$ cat src/rtl/dcache_writeback_unit.sv
// -----------------------------------------------------------------------------
// dcache_writeback_unit
//
// Purpose:
//   Writeback stage that sits downstream of the per-line miss handler. It takes
//   a writeback request for a dirty victim or a probed line, reads the line
//   from the data array row by row into a local buffer, and emits it as a
//   multi-beat TileLink C-channel message (ReleaseData for voluntary
//   writebacks, ProbeAckData for probes). For voluntary writebacks it also
//   waits for ReleaseAck on the D channel before signalling completion.
//
// Optional feature (macro WB_EARLY_RELEASE_EN):
//   Defined   : beats stream out as soon as each row has been captured, so the
//               read and release phases overlap.
//   Undefined : the release starts only once the whole line is buffered.
//
// Ports:
//   clock, reset          clock and asynchronous active-low reset
//   req_*                 writeback request (valid/ready handshake)
//   resp                  one-cycle completion pulse to the miss handler
//   idx_valid, idx_bits   in-flight set index, used for set-conflict blocking
//   data_req_*, data_resp data-array read port (fixed DATA_LAT read latency)
//   release_*             TileLink C-channel beat output
//   grant_valid/ready     ReleaseAck acceptance on the D channel
// -----------------------------------------------------------------------------
module dcache_writeback_unit #(
    parameter int IDX_W    = 6,
    parameter int TAG_W    = 20,
    parameter int OFF_BITS = 6,
    parameter int ADDR_W   = 32,
    parameter int ROW_W    = 64,
    parameter int BEATS    = 8,
    parameter int WAYS     = 4,
    parameter int SRC_W    = 2,
    parameter int DATA_LAT = 2
) (
    input  logic                     clock,
    input  logic                     reset,

    input  logic                     req_valid,
    output logic                     req_ready,
    input  logic [TAG_W-1:0]         req_tag,
    input  logic [IDX_W-1:0]         req_idx,
    input  logic [WAYS-1:0]          req_way_en,
    input  logic [2:0]               req_param,
    input  logic                     req_voluntary,
    input  logic [SRC_W-1:0]         req_source,

    output logic                     resp,
    output logic                     idx_valid,
    output logic [IDX_W-1:0]         idx_bits,

    output logic                     data_req_valid,
    input  logic                     data_req_ready,
    output logic [IDX_W-1:0]         data_req_idx,
    output logic [$clog2(BEATS)-1:0] data_req_row,
    output logic [WAYS-1:0]          data_req_way_en,
    input  logic [ROW_W-1:0]         data_resp,

    output logic                     release_valid,
    input  logic                     release_ready,
    output logic [2:0]               release_opcode,
    output logic [2:0]               release_param,
    output logic [SRC_W-1:0]         release_source,
    output logic [ADDR_W-1:0]        release_address,
    output logic [ROW_W-1:0]         release_data,

    input  logic                     grant_valid,
    output logic                     grant_ready
);

    localparam int ROW_BITS = $clog2(BEATS);
    localparam int CTR_W    = ROW_BITS + 1;
    localparam logic [CTR_W-1:0] BEATS_C = CTR_W'(BEATS);
    localparam logic [CTR_W-1:0] LAST_C  = CTR_W'(BEATS - 1);
    localparam logic [CTR_W-1:0] ONE_C   = CTR_W'(1);

    localparam logic [2:0] OP_RELEASE_DATA   = 3'd7;
    localparam logic [2:0] OP_PROBE_ACK_DATA = 3'd5;

    typedef enum logic [1:0] {
        IDLE,
        READ,
        RELEASE,
        ACK_WAIT
    } state_t;

    state_t state;

    // Counters carry one extra bit so they can reach BEATS without wrapping.
    logic [CTR_W-1:0] read_ctr;
    logic [CTR_W-1:0] resp_ctr;
    logic [CTR_W-1:0] beat_ctr;
    logic             acked;

    // One bit per outstanding array read; the top bit marks data_resp valid.
    logic [DATA_LAT-1:0] read_vld_pipe;
    logic [DATA_LAT-1:0] read_vld_pipe_nxt;

    // Request fields held for the lifetime of the writeback.
    logic [TAG_W-1:0] wb_tag;
    logic [IDX_W-1:0] wb_idx;
    logic [WAYS-1:0]  wb_way_en;
    logic [2:0]       wb_param;
    logic             wb_voluntary;
    logic [SRC_W-1:0] wb_source;

    logic [ROW_W-1:0] line_buf [BEATS];

    logic req_fire;
    logic rd_fire;
    logic capture;
    logic rel_fire;
    logic gnt_fire;
    logic last_beat;

    assign req_ready  = (state == IDLE);
    assign req_fire   = req_valid && req_ready;
    assign idx_valid  = (state != IDLE);
    assign idx_bits   = wb_idx;

    assign data_req_valid  = (state == READ) && (read_ctr < BEATS_C);
    assign data_req_idx    = wb_idx;
    assign data_req_row    = read_ctr[ROW_BITS-1:0];
    assign data_req_way_en = wb_way_en;
    assign rd_fire         = data_req_valid && data_req_ready;
    assign capture         = read_vld_pipe[DATA_LAT-1];

`ifdef WB_EARLY_RELEASE_EN
    // A beat may leave as soon as its row is in the buffer.
    assign release_valid = (state == RELEASE) || ((state == READ) && (beat_ctr < resp_ctr));
`else
    assign release_valid = (state == RELEASE);
`endif
    assign release_opcode  = wb_voluntary ? OP_RELEASE_DATA : OP_PROBE_ACK_DATA;
    assign release_param   = wb_param;
    assign release_source  = wb_source;
    assign release_address = {wb_tag, wb_idx, {OFF_BITS{1'b0}}};
    assign release_data    = line_buf[beat_ctr[ROW_BITS-1:0]];
    assign rel_fire        = release_valid && release_ready;
    assign last_beat       = (beat_ctr == LAST_C);

    assign grant_ready = wb_voluntary && ((state == RELEASE) || (state == ACK_WAIT));
    assign gnt_fire    = grant_valid && grant_ready;

    // An ack arriving in the same cycle as the last beat counts as already acked,
    // otherwise the unit would sit in ACK_WAIT for an ack that never comes.
    assign resp = (rel_fire && last_beat && (!wb_voluntary || acked || gnt_fire))
               || ((state == ACK_WAIT) && gnt_fire);

    always_comb begin
        read_vld_pipe_nxt    = read_vld_pipe << 1;
        read_vld_pipe_nxt[0] = rd_fire;
    end

    always_ff @(posedge clock or negedge reset) begin
        if (!reset) begin
            state         <= IDLE;
            read_ctr      <= '0;
            resp_ctr      <= '0;
            beat_ctr      <= '0;
            acked         <= 1'b0;
            read_vld_pipe <= '0;
        end else begin
            read_vld_pipe <= read_vld_pipe_nxt;
            case (state)
                IDLE: begin
                    if (req_valid) begin
                        read_ctr <= '0;
                        resp_ctr <= '0;
                        beat_ctr <= '0;
                        acked    <= 1'b0;
                        state    <= READ;
                    end
                end
                READ: begin
                    if (rd_fire) read_ctr <= read_ctr + ONE_C;
                    if (capture) resp_ctr <= resp_ctr + ONE_C;
                    // rel_fire can only be set here when beats stream early.
                    if (rel_fire) beat_ctr <= beat_ctr + ONE_C;
                    if (rel_fire && last_beat) state <= resp ? IDLE : ACK_WAIT;
                    else if (resp_ctr == BEATS_C) state <= RELEASE;
                end
                RELEASE: begin
                    if (rel_fire) beat_ctr <= beat_ctr + ONE_C;
                    if (gnt_fire) acked <= 1'b1;
                    if (rel_fire && last_beat) state <= resp ? IDLE : ACK_WAIT;
                end
                ACK_WAIT: begin
                    if (gnt_fire) state <= IDLE;
                end
                default: state <= IDLE;
            endcase
        end
    end

    always_ff @(posedge clock) begin
        if (req_fire) begin
            wb_tag       <= req_tag;
            wb_idx       <= req_idx;
            wb_way_en    <= req_way_en;
            wb_param     <= req_param;
            wb_voluntary <= req_voluntary;
            wb_source    <= req_source;
        end
    end

    always_ff @(posedge clock) begin
        if (capture) line_buf[resp_ctr[ROW_BITS-1:0]] <= data_resp;
    end

endmodule

$ cat config.mk
export PLATFORM = sky130hd
export DESIGN_NAME = dcache_writeback_unit
export DESIGN_NICKNAME = d
export VERILOG_FILES = /design/src/rtl/dcache_writeback_unit.sv
export SDC_FILE = /design/constraint.sdc
export NUM_CORES = 1
export LEC_CHECK = 0
export ABC_AREA = 1
export CAP_MARGIN = 5
export CORE_MARGIN = 5
export CORE_UTILIZATION = 41
export DETAILED_ROUTE_END_ITERATION = 16
export SLEW_MARGIN = 0
export SYNTH_ARGS = -nofsm -noshare
export SYNTH_HDL_FRONTEND = slang
export SYNTH_SLANG_ARGS = --single-unit
$ cat constraint.sdc
create_clock -name clock -period 5.1 [get_ports clock]
set_input_delay 1.02 -clock clock [delete_from_list [all_inputs] [get_ports clock]]
set_output_delay 1.02 -clock clock [all_outputs]
set_load 0.05 [all_outputs]
**Word level (Yosys, flattened, before mapping)**

Memories as Yosys holds them, arrays and structs flattened.
Cells that the tools add are included.

- Flip-flop bits (word level): 53
- Bits in writable memories: 512
- Bits of input ports: 106
- Output and inout port bits: 129
- Word-level logic and storage cells: 75
- Memories: 1

- $add $sub $neg: 3
- Magnitude comparators: 1
- Equality and inequality tests: 13
- Muxes and demuxes: 20
- Reduce and logical (&&, ||, !) cells: 25

Memory list:

| name | words | bits a word | read ports | clocked after Yosys merged registers in | write ports | RTL line | text |
|---|---|---|---|---|---|---|---|
| line_buf | 8 | 64 | 1 | 0 | 1 | 108 | `logic [ROW_W-1:0] line_buf [BEATS];` |

Operator list:

| cell | number |
|---|---|
| $pmux W4 S2 | 3 |
| $mux W4 | 4 |
| $mux W2 | 7 |
| $add A4 B1 Y4 const B | 3 |
| $reduce_and A3 Y1 | 4 |
| $logic_and A1 B1 Y1 | 9 |
| $ne A2 B2 Y1 const B | 4 |
| $pmux W2 S4 | 1 |
| $reduce_bool A2 Y1 | 4 |
| $ne A2 B1 Y1 const B | 3 |
| $eq A2 B2 Y1 const B | 2 |
| $eq A4 B3 Y1 const B | 1 |
| $eq A4 B4 Y1 const B | 1 |
| $logic_or A1 B1 Y1 | 4 |
| $lt A4 B4 Y1 const B | 1 |
| $mux W1 | 4 |
| $reduce_and A4 Y1 | 1 |
| $ne A3 B1 Y1 const B | 1 |
| $eq A2 B1 Y1 const B | 1 |
| $logic_not A2 Y1 | 1 |
| $pmux W1 S2 | 1 |
| $reduce_or A2 Y1 | 1 |
| $logic_not A1 Y1 | 1 |

**Depth between registers and ports, before layout**

- Word-level depth: 10
- Mapped depth: 11
- Mapped depth without buffers: 11

**Least setup slack after synthesis**

Ideal clock, no wire load.

- Path kind: register to register
- Start point: register resp_ctr[0]
- End point: memory line_buf[0][0], enable pin
- Setup time: 486 ps
- Arrival time: 3303 ps
- Data required time: 4614 ps
- Path slack: 1311 ps
- Stages on the path, launching flop included: 4
- Path buffers: 0
- Clock period less this slack: 3789 ps
- Cells stage by stage: dfrtp_1 > inv_1 > nand2_1 > nor2_1

RTL lines:

| what | RTL line | text |
|---|---|---|
| start, declared | 92 | `logic [CTR_W-1:0] resp_ctr;` |
| start signal, assigned | 178 | `if (capture) resp_ctr <= resp_ctr + ONE_C;` |
| end, declared | 108 |  |

No word-level cell before the write port.

**Worst setup path in the final report**

- Start point: register beat_ctr[0]
- End point: output port release_data[43]

- Longest elaborated chain between the ends: 1

Ends and longest elaborated chain:

| what | RTL line | text |
|---|---|---|
| start, declared | 93 | `logic [CTR_W-1:0] beat_ctr;` |
| start signal, assigned | 180 | `if (rel_fire) beat_ctr <= beat_ctr + ONE_C;` |
| start signal, assigned | 185 | `if (rel_fire) beat_ctr <= beat_ctr + ONE_C;` |
| $mem_v2 Z8 W64 | -- |  |
| end, declared | 66 | `output logic [ROW_W-1:0] release_data,` |

Every way passes these cells.

==> metrics.cfg <==
[yosys]
async_flop_share=0.0301
yosys_most_used_dff=edfxtp_1
synthDistinctLibCells=28
syn_inst=1641
avgSynthCellArea_um2=13.5
yosysSeqAreaShare=0.765
ys_seq_elements=565
synth_warnings=0
netlist_area_mm2=0.0221
synth_edf_count=548

[finish]
drive_gt1_frac=0.0700
fin_util=0.499
finalNetCount=1954
final_cells=2584
area_growth_pct=21.0

[global_route]
antenna_found_initial=4
grt_pass1_vias=13400
grt_max_degree=129
grt_pass1_wl_um=80800
overflow=0
track_usage=0.174

[sta]
fin_crit_sh=0.915
fmax_mhz=214
whs_ns=0.352
fin_crit_ns=4.66
rsz0062_at_grt=false
setup-violations-final=0
slew_headroom=0.210
hold_viol=0
fin_skew_ns=0.0162
worst-slew-pin-transition_ns=1.18
slew_violations=0
tns_ns=0

[hold_path]
worstHoldPathType=reg2reg
min_from=read_vld_pipe[0]

[power]
switching_power_mw=6.10
total_power_mw=15.7
ir_drop_v=0.000509
leakagePower_nw=9.06
clkPwrFrac=0.265
power.density_mw_per_mm2=588
swShare=0.389
p_int_mw=9.60
seqPwrFrac=0.357
share_comb_of_total_power=0.378

[setup_path]
r2r_slack_ns=2.48
critical_path_required_ns=4.08
crit_path_start_kind=flop
path_class=reg2out
crit_fanout=104
r2r_start=resp_ctr[0]
cp.arrival_ns=3.64
worstSetupStartpoint=beat_ctr[0]
cp-end-kind=primary output

[cts]
htree_levels=2
cts_max_path_buffers=3
cts_root_buf=clkbuf_16
cts_setup_buffers=0
hold_buffers=0
clock-sinks=565
clkTransAtPathRegs_ns=0.06
cts_resized=0
insertion_delay_ns=0.60
cts_tree=yes
numCtsBuffers=58

[die]
core_area_mm2=0.0536
start_util=0.412
dieWidth_um=242
ios=235
dieArea_mm2=0.0586
rows=85
fp.dieH_um=242

[detailed_routing]
drc_errors=0
top_layer=met5
dr.pass1.iters=5
drt_iter0_drc=1170
final_antenna_net_count=0
num_vias=13800
via_per_inst=5.34
met1_length_um=23800
wl_met2_um=25200
finalWirelength_um=53100
wl_per_cell_um=20.6
routed-wl-met3_um=2850

[outcome]
status=finished, final reports clean

[placed_design]
dp.cells=2475
dp_hpwl_um=28800
place_congestion=0.740
io_buffers=226

[flow_run]
maxCapViolations=0

cells by family after synthesis:
logic type	count (synthesis)	share of synthesized area
AOI/OAI and AO/OA	405	0.0997
and+or+nand+nor	510	0.0889
DFF	565	0.765
other	2	0.000340
xor gates and xnor gates	4	0.00159
buffers and inverters	146	0.0397
adders and majority gates	9	0.00510
cell usage in the layout (no fill, tap or decap), types with 6 or more instances in the layout:
| cell type | n |
|---|---|
| buf_12 | 8 |
| buf_4 | 21 |
| bufinv_16 | 6 |
| clkbuf_1 | 11 |
| clkbuf_16 | 61 |
| clkdlybuf4s50_1 | 226 |
| clkinv_1 | 18 |
| clkinv_2 | 10 |
| conb_1 | 8 |
| dfrtp_1 | 14 |
| edfxtp_1 | 548 |
| ha_1 | 9 |
| inv_1 | 20 |
| nand2_1 | 225 |
| nand3_1 | 15 |
| nor2_1 | 250 |
| nor2_2 | 10 |
| nor2_4 | 8 |
| o21ai_0 | 168 |
| o21ai_1 | 101 |
| o22ai_1 | 128 |
final cells by class:
| cell class | count | area [um2] |
|---|---|---|
| sequential | 565 | 16900 |
| multi-input combinational | 936 | 4400 |
| antenna | 1 | 2.50 |
| timing repair buffer | 255 | 2580 |
| fill | 4629 | 26900 |
| tap | 696 | 871 |
| clock inverter | 36 | 313 |
| inverter | 23 | 96.3 |
| clock buffer | 72 | 1570 |
synth_stat cells (3+ instances only):
cell	count	area, um2
inv_1	21	78.8
ha_1	9	113
o21ai_1	101	505
o22ai_1	128	801
o21ai_0	168	841
nand3_1	15	75.1
buf_6	26	293
buf_2	17	85.1
nand2_1	225	845
buf_1	3	11.3
dfrtp_1	17	425
nor2_1	258	968
edfxtp_1	548	16500
clkbuf_2	7	35.0
buf_4	27	203
clkbuf_1	43	161
nor2_2	10	62.6
xor2_1	3	26.3
flip-flops by register name (all words and copies together) (netlist names), 3 cells and up:
name             flops
data_req_idx         6
read_ctr             4
data_req_way_en      4
wb_tag              20
line_buf           512
resp_ctr             4
beat_ctr             4
release_param        3
per-stage QoR:
step | setup WS (ns) | instance area [um2]
2_1_floorplan | 1.31 | 22100
3_3_place_gp | 1.12 | 24800
3_5_place_dp | 1.04 | 24800
4_1_cts | 0.359 | 26700
5_1_grt | 0.168 | 26700
6_report | 0.436 | 26700
routing by layer:
layer	GRT usage	vias up
li1	-	6376
met1	0.240	6897
met2	0.285	422
met3	0.0331	87
met4	0.0510	6
met5	0	-
critical path, stage by stage, from the launching register on:
cell and delay [ns]:
dfrtp_4 0.66, buf_4 0.87, o21ai_0 0.24, o22ai_1 0.21, nand2_1 0.07, nand2_1 0.09
clkdlybuf4s50_1 0.84
power groups by stage:
stage                     registers [mW]  logic [mW]  clock network, mW
after floorplan                     5.80        3.95                  0
final                               5.61        5.94               4.15
after CTS                           5.61        6.02               4.26
after global routing                5.63        6.35               4.44
after global placement              5.70        5.96                  0
after detailed placement            5.71        6.00                  0
final timing paths:
path / to / cells past startpoint
min: read_vld_pipe[1] / 0
min reg2reg: read_vld_pipe[1] / 0
min in group asynchronous: read_ctr[1] / 1
max in group asynchronous: beat_ctr[1] / 1
max reg2reg: line_buf[2][57] / 4
max: release_data[43] / 6
Note: power is estimated with default switching activity, not from simulation.
